`src/rtl/decode_pkg.sv`:
```
// Shared types and constants for the decode stage: instruction class encoding,
// the decoded bundle layout and ALU opcode names.
package decode_pkg;

  typedef enum logic [1:0] {
    CLS_DP    = 2'b00,
    CLS_MEM   = 2'b01,
    CLS_BR    = 2'b10,
    CLS_UNDEF = 2'b11
  } cls_e;

  localparam logic [3:0] FUNC_AND = 4'h0;
  localparam logic [3:0] FUNC_EOR = 4'h1;
  localparam logic [3:0] FUNC_SUB = 4'h2;
  localparam logic [3:0] FUNC_RSB = 4'h3;
  localparam logic [3:0] FUNC_ADD = 4'h4;
  localparam logic [3:0] FUNC_ADC = 4'h5;
  localparam logic [3:0] FUNC_SBC = 4'h6;
  localparam logic [3:0] FUNC_RSC = 4'h7;
  localparam logic [3:0] FUNC_TST = 4'h8;
  localparam logic [3:0] FUNC_TEQ = 4'h9;
  localparam logic [3:0] FUNC_CMP = 4'hA;
  localparam logic [3:0] FUNC_CMN = 4'hB;
  localparam logic [3:0] FUNC_ORR = 4'hC;
  localparam logic [3:0] FUNC_MOV = 4'hD;
  localparam logic [3:0] FUNC_BIC = 4'hE;
  localparam logic [3:0] FUNC_MVN = 4'hF;

  // Control fields of the bundle; the immediate is carried separately because
  // its width follows the DATA_W parameter of the instantiating module.
  typedef struct packed {
    logic [3:0] cond;
    cls_e       cls;
    logic       use_imm;
    logic       use_mem;
    logic       w_mem;
    logic       mem_up;
    logic       set_flags;
    logic       link;
    logic       undef;
    logic [3:0] rd;
    logic [3:0] rs;
    logic [3:0] rm;
    logic [3:0] func;
  } decoded_t;

  function automatic logic [31:0] ror32(input logic [31:0] value, input logic [4:0] amount);
    logic [5:0] back;
    back = 6'd32 - {1'b0, amount};
    return (value >> amount) | (value << back);
  endfunction

endpackage

```
`src/rtl/decode_comb.sv`:
```
// Purely combinational instruction decoder: raw 32-bit word to control
// bundle plus expanded immediate / branch offset.
module decode_comb
  import decode_pkg::*;
#(
  parameter int DATA_W = 32
) (
  input  logic [31:0]       instruction,
  output decoded_t          dec,
  output logic [DATA_W-1:0] imm
);

  always_comb begin
    dec      = '0;
    imm      = '0;
    dec.cond = instruction[31:28];
    dec.cls  = cls_e'(instruction[27:26]);
    unique case (dec.cls)
      CLS_DP: begin
        dec.rd        = instruction[15:12];
        dec.rs        = instruction[19:16];
        dec.func      = instruction[24:21];
        dec.set_flags = instruction[20];
        dec.use_imm   = instruction[25];
        if (instruction[25]) begin
          // Rotate amount is encoded in units of two bit positions.
          imm = DATA_W'(ror32({24'd0, instruction[7:0]}, {instruction[11:8], 1'b0}));
        end else begin
          dec.rm = instruction[3:0];
        end
      end
      CLS_MEM: begin
        dec.use_mem = 1'b1;
        dec.rd      = instruction[15:12];
        dec.rs      = instruction[19:16];
        dec.w_mem   = !instruction[20];
        dec.mem_up  = instruction[23];
        dec.use_imm = instruction[25];
        if (instruction[25]) begin
          imm = DATA_W'(instruction[11:0]);
        end else begin
          dec.rm = instruction[3:0];
        end
      end
      CLS_BR: begin
        dec.link    = instruction[24];
        dec.use_imm = 1'b1;
        imm         = {{(DATA_W-26){instruction[23]}}, instruction[23:0], 2'b00};
      end
      default: begin
        dec.undef = 1'b1;
      end
    endcase
  end

endmodule

```
`src/rtl/decode_stage.sv`:
```
// Registered decode stage with valid/ready handshake, optional skid entry for
// full throughput under backpressure, and a synchronous flush.
module decode_stage
  import decode_pkg::*;
#(
  parameter int DATA_W = 32,
  parameter int PC_W   = 32,
  parameter int SKID   = 1
) (
  input  logic              clk,
  input  logic              reset,
  input  logic              flush,
  input  logic              in_valid,
  output logic              in_ready,
  input  logic [31:0]       instruction,
  input  logic [PC_W-1:0]   pc_in,
  output logic              out_valid,
  input  logic              out_ready,
  output logic [PC_W-1:0]   pc_out,
  output logic [3:0]        cond,
  output logic [1:0]        cls,
  output logic              use_imm,
  output logic              use_mem,
  output logic              w_mem,
  output logic              mem_up,
  output logic              set_flags,
  output logic              link,
  output logic              undef,
  output logic [3:0]        rd,
  output logic [3:0]        rs,
  output logic [3:0]        rm,
  output logic [3:0]        func,
  output logic [DATA_W-1:0] imm
);

  decoded_t          new_dec;
  logic [DATA_W-1:0] new_imm;

  decoded_t          out_dec_q, out_dec_d, skid_dec_q, skid_dec_d;
  logic [DATA_W-1:0] out_imm_q, out_imm_d, skid_imm_q, skid_imm_d;
  logic [PC_W-1:0]   out_pc_q, out_pc_d, skid_pc_q, skid_pc_d;
  logic              out_valid_q, out_valid_d, skid_valid_q, skid_valid_d;
  logic              accept;

  decode_comb #(.DATA_W(DATA_W)) u_decode_comb (
    .instruction (instruction),
    .dec         (new_dec),
    .imm         (new_imm)
  );

  assign in_ready = (SKID != 0) ? !skid_valid_q : (!out_valid_q || out_ready);
  assign accept   = in_valid && in_ready;

  always_comb begin
    out_valid_d  = out_valid_q;
    skid_valid_d = skid_valid_q;
    out_dec_d    = out_dec_q;
    out_imm_d    = out_imm_q;
    out_pc_d     = out_pc_q;
    skid_dec_d   = skid_dec_q;
    skid_imm_d   = skid_imm_q;
    skid_pc_d    = skid_pc_q;
    if (flush) begin
      out_valid_d  = 1'b0;
      skid_valid_d = 1'b0;
    end else if (!out_valid_q || out_ready) begin
      // Output slot is free or draining; the skid entry is older, so it goes first.
      if (skid_valid_q) begin
        out_dec_d    = skid_dec_q;
        out_imm_d    = skid_imm_q;
        out_pc_d     = skid_pc_q;
        out_valid_d  = 1'b1;
        skid_valid_d = 1'b0;
      end else if (accept) begin
        out_dec_d   = new_dec;
        out_imm_d   = new_imm;
        out_pc_d    = pc_in;
        out_valid_d = 1'b1;
      end else begin
        out_valid_d = 1'b0;
      end
    end else if (accept && (SKID != 0)) begin
      skid_dec_d   = new_dec;
      skid_imm_d   = new_imm;
      skid_pc_d    = pc_in;
      skid_valid_d = 1'b1;
    end
  end

  always_ff @(posedge clk or negedge reset) begin
    if (!reset) begin
      out_valid_q  <= 1'b0;
      skid_valid_q <= 1'b0;
      out_dec_q    <= '0;
      out_imm_q    <= '0;
      out_pc_q     <= '0;
      skid_dec_q   <= '0;
      skid_imm_q   <= '0;
      skid_pc_q    <= '0;
    end else begin
      out_valid_q  <= out_valid_d;
      skid_valid_q <= skid_valid_d;
      out_dec_q    <= out_dec_d;
      out_imm_q    <= out_imm_d;
      out_pc_q     <= out_pc_d;
      skid_dec_q   <= skid_dec_d;
      skid_imm_q   <= skid_imm_d;
      skid_pc_q    <= skid_pc_d;
    end
  end

  assign out_valid = out_valid_q;
  assign pc_out    = out_pc_q;
  assign imm       = out_imm_q;
  assign cond      = out_dec_q.cond;
  assign cls       = out_dec_q.cls;
  assign use_imm   = out_dec_q.use_imm;
  assign use_mem   = out_dec_q.use_mem;
  assign w_mem     = out_dec_q.w_mem;
  assign mem_up    = out_dec_q.mem_up;
  assign set_flags = out_dec_q.set_flags;
  assign link      = out_dec_q.link;
  assign undef     = out_dec_q.undef;
  assign rd        = out_dec_q.rd;
  assign rs        = out_dec_q.rs;
  assign rm        = out_dec_q.rm;
  assign func      = out_dec_q.func;

endmodule

```
`config.mk`:
```
export PLATFORM = sky130hd
export DESIGN_NAME = decode_stage
export DESIGN_NICKNAME = d
export VERILOG_FILES = /design/src/rtl/decode_pkg.sv /design/src/rtl/decode_comb.sv /design/src/rtl/decode_stage.sv
export SDC_FILE = /design/constraint.sdc
export NUM_CORES = 1
export LEC_CHECK = 0
export CAP_MARGIN = 10
export CORE_UTILIZATION = 45
export CTS_CLUSTER_DIAMETER = 100
export DETAILED_ROUTE_END_ITERATION = 16
export GPL_TIMING_DRIVEN = 1
export HOLD_SLACK_MARGIN = 0.05
export PLACE_DENSITY_LB_ADDON = 0.08
export SKIP_CTS_REPAIR_TIMING = 1
export SKIP_LAST_GASP = 1
export SYNTH_ARGS = -nofsm -noshare
export SYNTH_HDL_FRONTEND = slang
export SYNTH_HIERARCHICAL = 1
export SYNTH_SLANG_ARGS = --single-unit
```
`constraint.sdc`:
```
create_clock -name clk -period 1.5 [get_ports clk]
set_input_delay 0.225 -clock clk [delete_from_list [all_inputs] [get_ports clk]]
set_output_delay 0.225 -clock clk [all_outputs]
set_load 0.02 [all_outputs]
```
==> results of run 1 <==
## worst register-to-register path: stages, from the launching register on
cell and delay (ns):
dfrtp_4 0.53, buf_6 0.15, nor2_4 0.10, nand3_4 0.12
buf_12 0.18, buf_12 0.13, clkbuf_16 0.16, mux2_4 0.30
## cells in the final DEF, fill, tap and decap left out, types with 3 or more instances in the layout
master and instances:
nor2b_1 11, buf_16 3, nor2_1 8, nor3_4 4, mux2_4 167, mux2i_1 6, dfrtp_1 186, clkdlybuf4s50_1 53
a22oi_2 3, buf_4 90, o21ai_4 6, clkinvlp_4 4, and3_1 3, o21ai_1 6, dlymetal6s2s_1 104, nand3b_1 3
a21oi_1 5, nand3_1 3, buf_8 7, inv_8 4, inv_1 4, and2_1 10, nand2_1 22, o211ai_1 4
a22oi_1 5, o21ai_0 3, clkbuf_16 34, nor3_1 5, o21ai_2 13, mux2_1 34, mux2_2 79, buf_6 19
inv_6 5, buf_12 25
## flip-flops by register name (all words and copies together), names as in the netlist, 29 cells and up
name	count
imm	32
pc_out	32
skid_dec_q	29
skid_imm_q	32
skid_pc_q	32
## metal layers
metal	up-vias	part of all wire	global-route usage
met1	3556	0.43	0.3098
met3	35	0.044	0.04128
met4	0	0.024	0.06837
li1	3143	-	-
met5	-	0	0
met2	193	0.50	0.3898
## cells by family (layout without fill, tap and decap cells)
kind of cell / after synthesis / after routing / synth area share
flip-flops: 188 / 188 / 0.4812
XOR/XNOR: 2 / 2 / 0.001792
AO/OA/AOI/OAI: 70 / 70 / 0.04787
AND/OR/NAND/NOR: 98 / 98 / 0.05798
buffers and inverters: 59 / 361 / 0.04633
multiplexers: 290 / 290 / 0.3635
adder cells (fa/ha/maj): 1 / 1 / 0.001280
## through the flow
stage | TNS [ns] | hold slack (ns) | worst slack (ns)
finish | -34.72 | 0.2765 | -0.3352
global route | -41.43 | 0.3025 | -0.3565
CTS | -63.57 | -0.2561 | -0.8373
detailed placement | -112.04 | 0.2108 | -1.291
global placement | -106.99 | 0.1943 | -1.239
floorplan | -23.80 | -0.07059 | -0.6102
## cell type report
type	count	area, um2
inverter	8	47.55
tap	275	344.1
multi-input combinational	461	5434
fill	1456	6196
clock buffer	17	425.4
sequential	188	4710
clock inverter	14	128.9
timing repair buffer	322	3869
## final timing paths
path	cells past startpoint	end	from	slack, ns
worst max-delay path	8	imm[17]	instruction[8]	-0.34
min in group asynchronous	2	skid_pc_q[27]	reset	0.30
worst min-delay path	3	skid_dec_q[23]	instruction[26]	0.28
max in group asynchronous	3	skid_pc_q[11]	reset	0.60
worst max register to register	7	skid_imm_q[25]	skid_valid_q	-0.29
worst min register to register	1	skid_dec_q[7]	skid_dec_q[7]	0.50
## power groups by stage
stage	combinational [W]	clock [W]	sequential, W
floorplan	0.00183	0	0.00684
global placement	0.00385	0	0.00644
detailed placement	0.00391	0	0.00650
CTS	0.00394	0.00445	0.00642
global route	0.00453	0.00466	0.00652
finish	0.00429	0.00438	0.00643
==> results_dict.tcl, run 1 <==
set metrics [dict create \
    status "finished with violations" \
    violations "setup timing" \
    finClkSkew_ns 0.01060 \
    routed_via_density 5.391 \
    layout-drive-gt1-share 0.5178 \
    netlist_area_um2 9776 \
    min_period_ns 1.835 \
    grt_overflow 0 \
    cts_tree "yes" \
    crit_slowest_cell "or4_4" \
    antenna_found_initial 0 \
    wl_per_cell_um 22.77 \
    cts.sinks 188 \
    final_core_util 0.7071 \
    setup_slack_ns -0.3352 \
    cts_htree_levels 4 \
    yosys-top-cells-area "dfrtp_1 48%, mux2_2 16%, mux2_4 12%, mux2_1 7.1%, buf_6 2.9%" \
    yosys.area.top_type "dfrtp_1" \
    power.density_nw_per_um2 1009 \
    hold_path_class "in2reg" \
    layoutNonFillerInstCount 1285 \
    yosys.cell_types.count 56 \
    ir_drop_uv 763.7 \
    drtPass1Iterations 5 \
    ant_nets 0 \
    critPathMaxStageDelay_ns 0.62 \
    synth.most_common_cell "dfrtp_1" \
    cts-root-buf "clkbuf_16" \
    slew_viol_final 0 \
    die_w_um 149.4 \
    num_rows 53 \
    hold_violations 0 \
    p_seq_frac 0.426 \
    io_buffers 163 \
    p_sw_w 0.004483 \
    syn2layout_area_growth_pct 53.01 \
    synth_nets 778 \
    setup_violations 187 \
    power_w 0.01509 \
    end_kind "flip-flop" \
    postSynth.asyncResetShare 1.000 \
    ys.flop_type "dfrtp_1" \
    grt_max_degree 49 \
    synthTopCellsByCount "188 x dfrtp_1, 138 x mux2_2, 80 x mux2_4, 62 x mux2_1, 25 x buf_6" \
    power_leakage_nw 8.117 \
    rsz0062_at_grt "yes" \
    yosysWarnings 6 \
    path_clk_slew_ns 0.07 \
    core-area_um2 21150 \
    drtIter0Drc 228 \
    crit_chain "buf_8 > buf_6 > or4_4 > and2_4 > a221oi_2 > a21oi_2 > mux2_1 > mux2_2" \
    synth_top_cell_area_share 0.4812 \
    globalplace.congestion 0.8846 \
    grt_pass1_wl_um 39970 \
    crit_required_ns 1.81 \
    path_buf_inv 2 \
    max_cap_viol_count 0 \
    synth_edf_count 0 \
    ys_seq_area_frac 0.4812 \
    synth_cells 708 \
    worstSetupStartpointType "primary input" \
    finish.net_count 1068 \
    p_int_w 0.01061 \
    swShare 0.2970 \
    cp_top_family "simple AND/OR/NAND/NOR gates" \
    fin_crit_sh 1.223 \
    num_io_pins 164 \
    final_area_um2 14960 \
    drc 0 \
    synth_seq_cells 188 \
    cp.arrival_ns 2.15 \
    worstSetupPathType "in2reg" \
    grt_pass1_vias 7203 \
    track_usage 0.2339 \
    max_freq_mhz 544.9 \
    antenna_cells 0 \
    dpl_cell_area_um2 12670 \
    worst_slew_pin_slew_ns 0.4556 \
    clock_path_buffers 2 \
    start_util 0.4621 \
    clk_latency_ns 0.43 \
    clockPowerShare 0.290 \
    relSlewSlack 0.6962 \
    critPathMaxFanout 8 \
    cts_buffers 17 \
    die_area_um2 22320 \
    syn_avg_cell_area_um2 13.81 \
    dp_hpwl_um 18800 \
    dpl.cell_count 1197 \
    vias 6927 \
    p_comb_frac 0.284 \
    routed_wl_um 29260 \
    die_h_um 149.4 \
]
Note: power is estimated with default switching activity, not from simulation.
==> inputs of run 2 (changes only) <==
--- a/config.mk
+++ b/config.mk
@@ -13,7 +13,6 @@
 export HOLD_SLACK_MARGIN = 0.05
 export PLACE_DENSITY_LB_ADDON = 0.08
 export SKIP_CTS_REPAIR_TIMING = 1
-export SKIP_LAST_GASP = 1
 export SYNTH_ARGS = -nofsm -noshare
 export SYNTH_HDL_FRONTEND = slang
 export SYNTH_HIERARCHICAL = 1
==> results_dict.tcl, run 2 (synthesis gave the netlist of run 1 again) <==
set metrics [dict create \
    status "finished with violations" \
    violations "setup timing" \
    ir_drop_uv 762.4 \
    finish.net_count 1068 \
    start_util 0.4621 \
    syn2layout_area_growth_pct 53.31 \
    antenna_found_initial 0 \
    grt_pass1_wl_um 39970 \
    wl_per_cell_um 22.87 \
    layout-drive-gt1-share 0.5208 \
    rr_startpoint "skid_valid_q" \
    setup_violations 187 \
    crit_required_ns 1.81 \
    routed_wl_um 29390 \
    relSlewSlack 0.6979 \
    max_cap_viol_count 0 \
    min-delay-start "instruction[26]" \
    cp.arrival_ns 2.16 \
    rrSetupSlack_ns -0.29 \
    cts.sinks 188 \
    holdPathEnd "skid_dec_q[23]" \
    vias 6950 \
    antenna_cells 0 \
    grt_overflow 0 \
    reg2regPathDepth 7 \
    power_leakage_nw 8.138 \
    power.density_nw_per_um2 1009 \
    dp_hpwl_um 18800 \
    globalplace.congestion 0.8846 \
    end_kind "flip-flop" \
    clk_latency_ns 0.44 \
    die_h_um 149.4 \
    drtPass1Iterations 4 \
    routed_via_density 5.409 \
    track_usage 0.2339 \
    max_freq_mhz 541.8 \
    cts-root-buf "clkbuf_16" \
    num_rows 53 \
    ant_nets 0 \
    clock_path_buffers 2 \
    core-area_um2 21150 \
    timing.rr.end "skid_imm_q[25]" \
    drtIter0Drc 246 \
    grt_pass1_vias 7203 \
    min_period_ns 1.846 \
    worstSetupStartpointType "primary input" \
    die_w_um 149.4 \
    die_area_um2 22320 \
    drc 0 \
    finClkSkew_ns 0.01027 \
    rsz0062_at_grt "yes" \
    dp_slack_ns -1.291 \
    final_area_um2 14990 \
    layout_commonest_cell "dfrtp_1" \
    cts_buffers 17 \
    hold_depth 3 \
    hold_violations 0 \
    grt_max_degree 49 \
    worstSetupPathType "in2reg" \
    cts_htree_levels 4 \
    setup_slack_ns -0.3458 \
    num_io_pins 164 \
    power_w 0.01511 \
    slew_viol_final 0 \
    io_buffers 163 \
    worst_slew_pin_slew_ns 0.4532 \
    cts_tree "yes" \
    path_clk_slew_ns 0.07 \
    hold_path_class "in2reg" \
    dpl_cell_area_um2 12670 \
    final_cell_mix "186 x dfrtp_1, 171 x mux2_4, 104 x dlymetal6s2s_1" \
    critPathMaxFanout 8 \
    fin_crit_sh 1.231 \
]
==> run 2: changes by cell type in the layout (fill, tap and decap cells not counted) <==
cell     change
mux2_4       +4
buf_4        -1
nand2_2      -2
mux2_1       -3
mux2_2       -1
buf_6        +1
nand2_4      +2
==> run 2: worst max-delay path, cell delays in order <==
cell	delay [ns]
buf_8	0.11
buf_6	0.14
or4_4	0.62
and2_4	0.21
a221oi_2	0.22
a21oi_2	0.08
mux2_1	0.28
mux2_2	0.27
==> run 2: how the worst max path moves through the flow <==
| stage | from | to | slack (ns) | depth (start not counted) |
|---|---|---|---|---|
| after floorplan | instruction[9] | imm[29] | -0.61 | 10 |
| after global placement | instruction[9] | imm[29] | -1.24 | 10 |
| after detailed placement | instruction[9] | imm[29] | -1.29 | 10 |
| after CTS | instruction[9] | imm[29] | -0.84 | 10 |
| after global routing | instruction[8] | imm[17] | -0.36 | 8 |
| final | instruction[8] | imm[17] | -0.35 | 8 |
==> run 2: power breakdown <==
| part | total, W | leakage [nW] | internal (W) | switching (W) |
|---|---|---|---|---|
| Sequential | 0.00643 | 2.40 | 0.00593 | 0.000500 |
| Combinational | 0.00430 | 5.47 | 0.00251 | 0.00180 |
| Clock | 0.00438 | 0.261 | 0.00218 | 0.00220 |
| Total | 0.0151 | 8.14 | 0.0106 | 0.00449 |
==> run 2: area by class of cell <==
| class | instances | area (um2) |
|---|---|---|
| clock buffers | 17 | 425.4 |
| repair buffers | 322 | 3872 |
| fillers | 1450 | 6167 |
| flip-flops and latches | 188 | 4710 |
| multi-input cells | 461 | 5459 |
| inverters | 8 | 47.55 |
| clock inverters | 14 | 128.9 |
| well taps | 275 | 344.1 |
==> run 2: per-stage QoR <==
step	utilization	hold slack [ns]	instances	TNS, ns
after floorplan	-	-0.07059	708	-23.80
after global placement	0.5990	0.1943	1197	-106.99
after detailed placement	0.5990	0.2108	1197	-112.04
after CTS	0.6252	-0.2561	1228	-63.57
after global routing	0.7085	0.3022	1285	-41.45
final	0.7085	0.2781	1285	-34.94
==> run 2: routing by layer <==
metal | vias up | GRT usage | wire, um | share of wire
li1 | 3145 | - | - | -
met1 | 3567 | 0.3098 | 12610 | 0.43
met5 | - | 0 | 0 | 0
met2 | 203 | 0.3898 | 14780 | 0.50
met4 | 0 | 0.06837 | 691 | 0.024
met3 | 35 | 0.04128 | 1298 | 0.044
